**config.mk**
```make
export PLATFORM = sky130hd
export DESIGN_NAME = rate_decoder
export DESIGN_NICKNAME = d
export VERILOG_FILES = /design/src/rtl/rate_decoder_pkg.sv /design/src/rtl/rate_decoder_timer.sv /design/src/rtl/rate_decoder.sv
export SDC_FILE = /design/constraint.sdc
export NUM_CORES = 1
export LEC_CHECK = 0
export ABC_AREA = 1
export ABC_CLOCK_PERIOD_IN_PS = 7400
export CAP_MARGIN = 20
export CORE_ASPECT_RATIO = 1.2
export CORE_MARGIN = 2
export CORE_UTILIZATION = 53
export CTS_CLUSTER_DIAMETER = 40
export CTS_CLUSTER_SIZE = 24
export DETAILED_ROUTE_END_ITERATION = 8
export GPL_ROUTABILITY_DRIVEN = 0
export PLACE_DENSITY = 0.74
export SYNTH_ARGS = -nofsm -noshare
export SYNTH_HDL_FRONTEND = slang
export SYNTH_SLANG_ARGS = --single-unit
```
**constraint.sdc**
```tcl
create_clock -name clock -period 7.4 [get_ports clock]
set_clock_uncertainty 0.1 [all_clocks]
set_input_delay 0.74 -clock clock [delete_from_list [all_inputs] [get_ports clock]]
set_output_delay 0.74 -clock clock [all_outputs]
set_load 0.02 [all_outputs]
```
**src/rtl/rate_decoder_pkg.sv**
```systemverilog
// rate_decoder_pkg: state encoding, speed codes and default rates shared with the rate divider.
package rate_decoder_pkg;

    typedef enum logic [1:0] {IDLE, ARMED, LOCKED} state_e;

    localparam logic [1:0] SPD_1  = 2'b00;
    localparam logic [1:0] SPD_5  = 2'b01;
    localparam logic [1:0] SPD_10 = 2'b10;
    localparam logic [1:0] SPD_20 = 2'b11;

    localparam int DEF_RATE0   = 1;
    localparam int DEF_RATE1   = 5;
    localparam int DEF_RATE2   = 10;
    localparam int DEF_RATE3   = 20;
    localparam int DEF_TIMEOUT = 64;

endpackage

```
**src/rtl/rate_decoder_timer.sv**
```systemverilog
// pulse_interval_timer: cycles since the last pulse, saturating at TIMEOUT-1, with interval and timeout flag.
module pulse_interval_timer #(
    parameter int CNT_W   = 26,
    parameter int TIMEOUT = 64
)(
    input  logic             clock,
    input  logic             reset,
    input  logic             pulse_i,
    output logic [CNT_W-1:0] m_o,
    output logic             timeout_o
);
    localparam logic [CNT_W-1:0] TMAX = CNT_W'(TIMEOUT - 1);

    logic [CNT_W-1:0] cnt_q, cnt_d;

    assign cnt_d     = pulse_i ? '0 : (cnt_q == TMAX) ? cnt_q : cnt_q + 1'b1;
    assign m_o       = cnt_q + 1'b1;
    assign timeout_o = (cnt_q == TMAX) && !pulse_i;

    always_ff @(posedge clock or posedge reset)
        if (reset) cnt_q <= '0;
        else        cnt_q <= cnt_d;

endmodule

```
**src/rtl/rate_decoder.sv**
```systemverilog
// rate_decoder: recovers the speed code of a rate-divider pulse train by exact interval matching,
// locking after LOCK_CNT consecutive equal codes.
module rate_decoder
    import rate_decoder_pkg::*;
#(
    parameter int CNT_W    = 26,
    parameter int RATE0    = DEF_RATE0,
    parameter int RATE1    = DEF_RATE1,
    parameter int RATE2    = DEF_RATE2,
    parameter int RATE3    = DEF_RATE3,
    parameter int LOCK_CNT = 2,
    parameter int TIMEOUT  = DEF_TIMEOUT
)(
    input  logic             clock,
    input  logic             reset,
    input  logic             pulse_in,
    output logic [1:0]       speed,
    output logic             locked,
    output logic             mismatch,
    output logic [CNT_W-1:0] interval
);
    state_e           state_q;
    logic [2:0]       streak_q;
    logic [1:0]       cand_q, speed_q, code;
    logic             locked_q, mismatch_q, hit, timeout, lock_now, same;
    logic [CNT_W-1:0] interval_q, m;
    logic [3:0]       nstreak;

    pulse_interval_timer #(.CNT_W(CNT_W), .TIMEOUT(TIMEOUT)) u_timer (
        .clock     (clock),
        .reset     (reset),
        .pulse_i   (pulse_in),
        .m_o       (m),
        .timeout_o (timeout)
    );

    assign hit  = m == CNT_W'(RATE0) || m == CNT_W'(RATE1) || m == CNT_W'(RATE2) || m == CNT_W'(RATE3);
    assign code = (m == CNT_W'(RATE0)) ? SPD_1 :
                  (m == CNT_W'(RATE1)) ? SPD_5 :
                  (m == CNT_W'(RATE2)) ? SPD_10 : SPD_20;
    // a new candidate code restarts the streak at one, so LOCK_CNT==1 locks on it directly
    assign nstreak  = (code == cand_q) ? {1'b0, streak_q} + 4'd1 : 4'd1;
    assign lock_now = nstreak >= 4'(LOCK_CNT);
    assign same     = hit && code == speed_q;

    always_ff @(posedge clock or posedge reset)
        if (reset) begin
            state_q    <= IDLE;
            streak_q   <= '0;
            cand_q     <= '0;
            speed_q    <= '0;
            locked_q   <= 1'b0;
            mismatch_q <= 1'b0;
            interval_q <= '0;
        end else begin
            mismatch_q <= 1'b0;
            case (state_q)
                IDLE:
                    if (pulse_in) begin
                        state_q  <= ARMED;
                        streak_q <= '0;
                    end
                ARMED:
                    if (pulse_in) begin
                        interval_q <= m;
                        if (!hit) begin
                            mismatch_q <= 1'b1;
                            streak_q   <= '0;
                        end else begin
                            cand_q <= code;
                            if (lock_now) begin
                                state_q  <= LOCKED;
                                speed_q  <= code;
                                locked_q <= 1'b1;
                                streak_q <= '0;
                            end else
                                streak_q <= nstreak[2:0];
                        end
                    end else if (timeout) begin
                        state_q  <= IDLE;
                        locked_q <= 1'b0;
                        streak_q <= '0;
                    end
                LOCKED:
                    if (pulse_in) begin
                        interval_q <= m;
                        if (!same) begin
                            state_q    <= ARMED;
                            mismatch_q <= 1'b1;
                            locked_q   <= 1'b0;
                            streak_q   <= hit ? 3'd1 : 3'd0;
                            if (hit) cand_q <= code;
                        end
                    end else if (timeout) begin
                        state_q  <= IDLE;
                        locked_q <= 1'b0;
                        streak_q <= '0;
                    end
                default: state_q <= IDLE;
            endcase
        end

    assign speed    = speed_q;
    assign locked   = locked_q;
    assign mismatch = mismatch_q;
    assign interval = interval_q;

endmodule

```
==> results.md, run 1 <==
- Outcome: finished clean
- Worst-path clk slew: ~0.070 ns
- Layout cell share with drive strength beyond 1: 9.12%
- Uppermost layer routed: met4
- Initial antenna violation count: 0
- Post-synth top area share: 41.7%
- CTS H-Tree Depth: 3
- CTS Sinks: 63
- PwrDens: 258 mW/mm^2
- Max_cap viols: 0
- WL met3: 460 um
- Detail Route met2 WL: 4.33 mm
- Startpoint types: flop
- Cts hold-fix bufs: 0
- Max IR drop VDD: 0.000197 V
- Critical Path RT: approximately 7.5 ns
- DRC: 0
- Row count: 33
- Worst path cell trace: ha_1, nand2_2, nor2_4, nand2_2, xor2_1, and2_1, nand2_1, nor2_4, nand2_1, a21oi_1, nand2_1, nand2_1, nand3_1, nand2_1, nand3_2, nand2_1, o21ai_1
- Buffers & Inverters on Critical Path: 0
- Post-synthesis sequential area ratio: around two fifths
- Min-Delay Path Class: reg2reg
- Largest net degree at the start of global routing: 64
- Clk root buf: clkbuf_8
- DR vias/cell: 5.38
- Die Span Y: about 96 um
- CTS buffer count: 9
- Post-synth top area cell: dfrtp_1
- Pins Over Slew Limit: 0
- CP endpoint kind: flop
- TNS Setup: 0 ns
- Arr. time, crit path: 3.06 ns
- Leak Pwr: roughly 2.1 nW
- Clock Latency Late Sink: 0.35 ns
- Clock Path Buffers: 2
- Max stage delay on crit path: 0.49 ns
- Post-synthesis cell area: 0.00378 mm^2
- Initial Util: 55.1%
- Final Hold Viols: 0
- Warnings from Yosys: 0
- Antenna Violating Nets Remaining: 0
- Slowest CP cell: dfrtp_1
- GRT Overall Usage: 26.1%
- Average cell area after synthesis: ~7 um^2
- CTS tree: built
- CP top delay family: simple AND/OR/NAND/NOR gates
- Setup violators final: 0
- Critical Setup Path Class: reg2reg
- DRT met1 WL: 3.92 mm
- Total Die Area: about 0.008 mm^2
- Unrepaired setup endpoints after global routing: false
- Iteration-0 DRC Markers: 225
- Congestion Overflow GR: 0
- Commonest non-fill, non-tap cell in the layout: nand2_1
- Hpwl dp: 6.77 mm
- ANT cells: 0
- Tcrit/Tclk final: 39.5%
- Syn nets: around 540
- Routed Wire Length: about 9 mm
- Crit path top cell by count: nand2_1
- Yosys reg bits: 63
- Main area contributors after synthesis: dfrtp_1 42%, nand2_1 15%, nor2_1 7.2%
- First-pass GRT wire length: 15.5 mm
- Max_slew headroom: between 40% and 50%
- Worst-Margin Slew: a little under 0.8 ns
- Leading cell types in the layout, fill and taps excluded: 148 x nand2_1, 72 x nor2_1, 67 x inv_1, 63 x dfrtp_1
- Min Tclk post-route: 2.92 ns
- Vias in the first global route: 3,431
- Die width: 81.1 um
- Number of setup buffers added after CTS: 0
- Final #Nets: 579
- DR vias: 3,537
- Port Buf Inserts: 32
- Post-DR wirelength/cell: 13.8 um
- Critical Path Fanout Max: 8
- Post_cts resized: 0
- Netlist cell types: 34
- Core area: 0.00685 mm^2
- Cells after Synth: around 530
- Synthesis-to-layout area growth: 16.0%
- Drt pass-1 iters: 5
- Ports: 33
- Fmax: roughly 340 MHz
- Final Power: 1.13 mW
[report_power, final]
part,switching (mW),leakage (nW),internal (mW)
registers,0.0430,0.865,0.384
clock network,0.129,0.0940,0.160
logic,0.270,1.13,0.146
total,0.442,2.09,0.689
[state kept, by name, indices dropped and copies added, names as in the netlist]
signal	cells
state_q	2
u_timer.cnt_q	26
streak_q	3
interval	26
locked	1
mismatch	1
cand_q	2
speed	2
[cell families after synthesis]
kind of cell | synth area share (%)
flip-flops | 41.7
AO/OA/AOI/OAI | 8.11
buffers and inverters | 7.88
adder cells (fa/ha/maj) | 2.98
multiplexers | 0.298
XOR/XNOR | 1.39
AND/OR/NAND/NOR | 37.6
[per-layer routing]
| layer | vias to the layer above | track usage [%] |
|---|---|---|
| met5 | - | 0 |
| met4 | 0 | 16.5 |
| met3 | 34 | 5.39 |
| met2 | 112 | 42.5 |
| li1 | 1760 | - |
| met1 | 1631 | 31.3 |
[area by class of cell]
cell class                 count  area, um^2
fill                         628        2470
tap                           87         109
multi-input combinational    387        1900
clock buffer                  10         138
inverter                      71         267
sequential                    63        1580
clock inverter                 4        47.5
timing repair buffer          35         343
[worst min-delay path, delay by kind of cell (launching register included)]
kind            cells  cell delay, ns
flops               1            0.34
compound gates      1            0.06
simple gates        1            0.05
[worst paths after layout]
kind                                   from           endpoint  slack (ns)  depth (start not counted)
min in group asynchronous             reset        interval[6]        0.83                          3
hold / removal                 interval[18]       interval[18]        0.38                          2
setup reg to reg           u_timer.cnt_q[0]         state_q[1]        4.48                         17
hold reg to reg                interval[18]       interval[18]        0.38                          2
setup / recovery           u_timer.cnt_q[0]         state_q[1]        4.48                         17
max in group asynchronous             reset  u_timer.cnt_q[24]        5.85                          3
[cells in the mapped netlist]
cell        n
a221oi_1    1
nor3b_1     1
mux2_2      1
inv_2       2
a21oi_1     8
o21a_1      2
nand2_2     8
nor2_2      8
buf_1       1
nand3_2     5
nand3b_1    1
xor2_1      5
o22ai_1     1
clkbuf_1    6
nor3_2      1
clkinv_1    1
and2_1      2
nand3_1    33
o21ai_0    33
xnor2_1     1
nor2_1     72
o211ai_2    1
buf_2       1
nor2_4      6
dfrtp_1    63
ha_1        9
nor4_1      6
o21ai_2     1
nand2_1   148
nor3_1      5
or2_2       1
o21ai_1    10
nand4_1    17
inv_1      68
[stage by stage]
step	instances	cell area, um^2	hold slack (ns)	utilization (%)	setup WS [ns]
after floorplan	529	3780	0.381	-	4.93
after global placement	643	4200	0.365	61.3	4.49
after detailed placement	643	4200	0.372	61.3	4.48
after CTS	657	4380	0.387	64.0	4.52
after global routing	657	4380	0.409	64.0	4.17
final	657	4380	0.381	64.0	4.48
Note: power is estimated with default switching activity, not from simulation.
==> run 2, diff against run 1 <==
--- a/config.mk
+++ b/config.mk
@@ -6,16 +6,16 @@
 export NUM_CORES = 1
 export LEC_CHECK = 0
 export ABC_AREA = 1
-export ABC_CLOCK_PERIOD_IN_PS = 7400
+export ABC_CLOCK_PERIOD_IN_PS = 2430
 export CAP_MARGIN = 20
 export CORE_ASPECT_RATIO = 1.2
 export CORE_MARGIN = 2
-export CORE_UTILIZATION = 53
+export CORE_UTILIZATION = 52
 export CTS_CLUSTER_DIAMETER = 40
 export CTS_CLUSTER_SIZE = 24
 export DETAILED_ROUTE_END_ITERATION = 8
 export GPL_ROUTABILITY_DRIVEN = 0
-export PLACE_DENSITY = 0.74
+export PLACE_DENSITY = 0.76
 export SYNTH_ARGS = -nofsm -noshare
 export SYNTH_HDL_FRONTEND = slang
 export SYNTH_SLANG_ARGS = --single-unit
==> constraint.sdc (replaced) <==
create_clock -name clock -period 2.43 [get_ports clock]
set_clock_uncertainty 0.1 [all_clocks]
set_input_delay 0.243 -clock clock [delete_from_list [all_inputs] [get_ports clock]]
set_output_delay 0.243 -clock clock [all_outputs]
set_load 0.02 [all_outputs]
==> results.md, run 2 (synthesis gave the netlist of run 1 again) <==
- Outcome: finished with violations (was finished clean)
- Failing checks: setup timing
- DRC: 0 (unchanged)
- Critical Path RT: 2.59 ns (was 7.54 ns)
- Commonest non-fill, non-tap cell in the layout: nand2_1 (unchanged)
- Startpoint types: flop (unchanged)
- Min-Delay Path Class: in2async (was reg2reg)
- CP endpoint kind: flop (unchanged)
- Synthesis-to-layout area growth: 36.4% (was 16.0%)
- CTS H-Tree Depth: 3 (unchanged)
- Min Tclk post-route: 2.75 ns (was 2.92 ns)
- Clock Path Buffers: 2 (unchanged)
- DR vias/cell: 5.54 (was 5.38)
- Post-route core utilization: 72.1% (was 64.0%)
- Worst path cell trace: buf_6, nand2_4, nor2_4, buf_4, nand4_1, nand2_2, and2_1, nand2_1, nor2_4, nand2_1, a21oi_1, nand2_1, nand2_1, nand3_1, nand2_1, nand3_2, nand2_1, o21ai_1 (was ha_1, nand2_2, nor2_4, nand2_2, xor2_1, and2_1, nand2_1, nor2_4, nand2_1, a21oi_1, nand2_1, nand2_1, nand3_1, nand2_1, nand3_2, nand2_1, o21ai_1)
- Initial antenna violation count: 0 (unchanged)
- Initial Util: 52.9% (was 55.1%)
- DR vias: 4,052 (was 3,537)
- Reg2Reg Capture Point: state_q[0] (was state_q[1])
- Dpl ws: -0.269 ns (was 4.48 ns)
- First-pass GRT wire length: 17.7 mm (was 15.5 mm)
- Max_slew headroom: 63.7% (was 47.7%)
- Ports: 33 (unchanged)
- Final WS setup: -0.323 ns (was 4.48 ns)
- Vias in the first global route: 3,946 (was 3,431)
- Max IR drop VDD: 0.000855 V (was 0.000197 V)
- Pins Over Slew Limit: 0 (unchanged)
- FF-to-FF setup slack: -0.32 ns (was 4.48 ns)
- Unrepaired setup endpoints after global routing: true (was false)
- Cts hold-fix bufs: 0 (unchanged)
- Routed Wire Length: 10.9 mm (was 9.09 mm)
- WHS: 0.139 ns (was 0.381 ns)
- Die width: 81.8 um (was 81.1 um)
- Leak Pwr: 2.50 nW (was 2.09 nW)
- Fmax: 363 MHz (was 342 MHz)
- Final Power: 3.90 mW (was 1.13 mW)
- Iteration-0 DRC Markers: 346 (was 225)
- Antenna Violating Nets Remaining: 0 (unchanged)
- Worst-path clk slew: 0.08 ns (was 0.07 ns)
- Crit path top cell by count: nand2_1 (unchanged)
- Post-DR wirelength/cell: 14.9 um (was 13.8 um)
- Reg-to-Reg Start: u_timer.cnt_q[1] (was u_timer.cnt_q[0])
- R2R cell count: 18 (was 17)
- Port Buf Inserts: 32 (unchanged)
- Drt pass-1 iters: 6 (was 5)
- Slowest CP cell: dfrtp_1 (unchanged)
- Clk root buf: clkbuf_8 (unchanged)
- Arr. time, crit path: 2.91 ns (was 3.06 ns)
- Worst-Margin Slew: 0.544 ns (was 0.784 ns)
- Die Span Y: 97.4 um (was 96.5 um)
- Layout cell share with drive strength beyond 1: 24.0% (was 9.12%)
- PwrDens: 757 mW/mm^2 (was 258 mW/mm^2)
- Critical Setup Path Class: reg2reg (unchanged)
- Final Hold Viols: 0 (unchanged)
- Max_cap viols: 0 (unchanged)
- Final #Nets: 648 (was 579)
- Congestion Overflow GR: 0 (unchanged)
- Tcrit/Tclk final: 113% (was 39.5%)
- CTS buffer count: 9 (unchanged)
- Setup violators final: 11 (was 0)
- Largest net degree at the start of global routing: 31 (was 64)
- GRT Overall Usage: 28.7% (was 26.1%)
- Critical Path Fanout Max: 5 (was 8)
- Max stage delay on crit path: 0.42 ns (was 0.49 ns)
- Row count: 34 (was 33)
- Total Die Area: 0.00797 mm^2 (was 0.00782 mm^2)
- Clock Latency Late Sink: 0.37 ns (was 0.35 ns)
- CTS Sinks: 63 (unchanged)
- Leading cell types in the layout, fill and taps excluded: 139 x nand2_1, 68 x buf_4, 67 x inv_1, 63 x nor2_1, 58 x dfrtp_1 (was 148 x nand2_1, 72 x nor2_1, 67 x inv_1, 63 x dfrtp_1)
- Core area: 0.00715 mm^2 (was 0.00685 mm^2)
- Hpwl dp: 7.73 mm (was 6.77 mm)
- TNS Setup: -2.94 ns (was 0 ns)
- ANT cells: 0 (unchanged)
- CTS tree: built (unchanged)
[run 2: worst max-delay path by stage]
stage	start	to
floorplan	u_timer.cnt_q[0]	state_q[1]
global placement	u_timer.cnt_q[0]	state_q[1]
detailed placement	u_timer.cnt_q[1]	locked
CTS	u_timer.cnt_q[1]	locked
global route	u_timer.cnt_q[3]	cand_q[0]
finish	u_timer.cnt_q[1]	state_q[0]
[run 2: what timing repair did]
item	4_1_cts	5_1_grt
buffers inserted	3	5
pin swaps	7	19
endpoints found under the setup margin	11	11
resized for setup	22	25
cloned	0	0
[run 2: through the flow]
step                      area (um^2)  cells
after floorplan                  3780    529
after global placement           4690    707
after detailed placement         4690    707
after CTS                        5020    726
after global routing             5150    731
final                            5150    731
[run 2: power by group]
part	internal, mW	switching (mW)
Clock	0.578	0.456
Sequential	1.17	0.134
Combinational	0.631	0.928
[run 2: layer usage]
metal  wire (um)  GRT usage, %  vias to the layer above  share of wire (%)
met5           0             0                        -                  0
met4         506          15.3                        0                4.7
met3         654          5.76                       61                6.0
met2        5430          46.8                      190                 50
met1        4280          35.0                     1896                 39
li1            -             -                     1905                  -
[run 2: critical path, delay by kind of cell, from the launching register on]
family	cells	cell delay, ns
flip-flops	1	0.42
AO/OA/AOI/OAI	2	0.20
AND/OR/NAND/NOR	14	1.64
buffers and inverters	2	0.30
[run 2: area by class of cell]
cell class,count,area [um^2]
multi-input cells,387,2080
fillers,531,1990
flip-flops and latches,63,1580
repair buffers,104,893
inverters,71,267
clock buffers,9,124
well taps,90,113
clock inverters,7,97.6
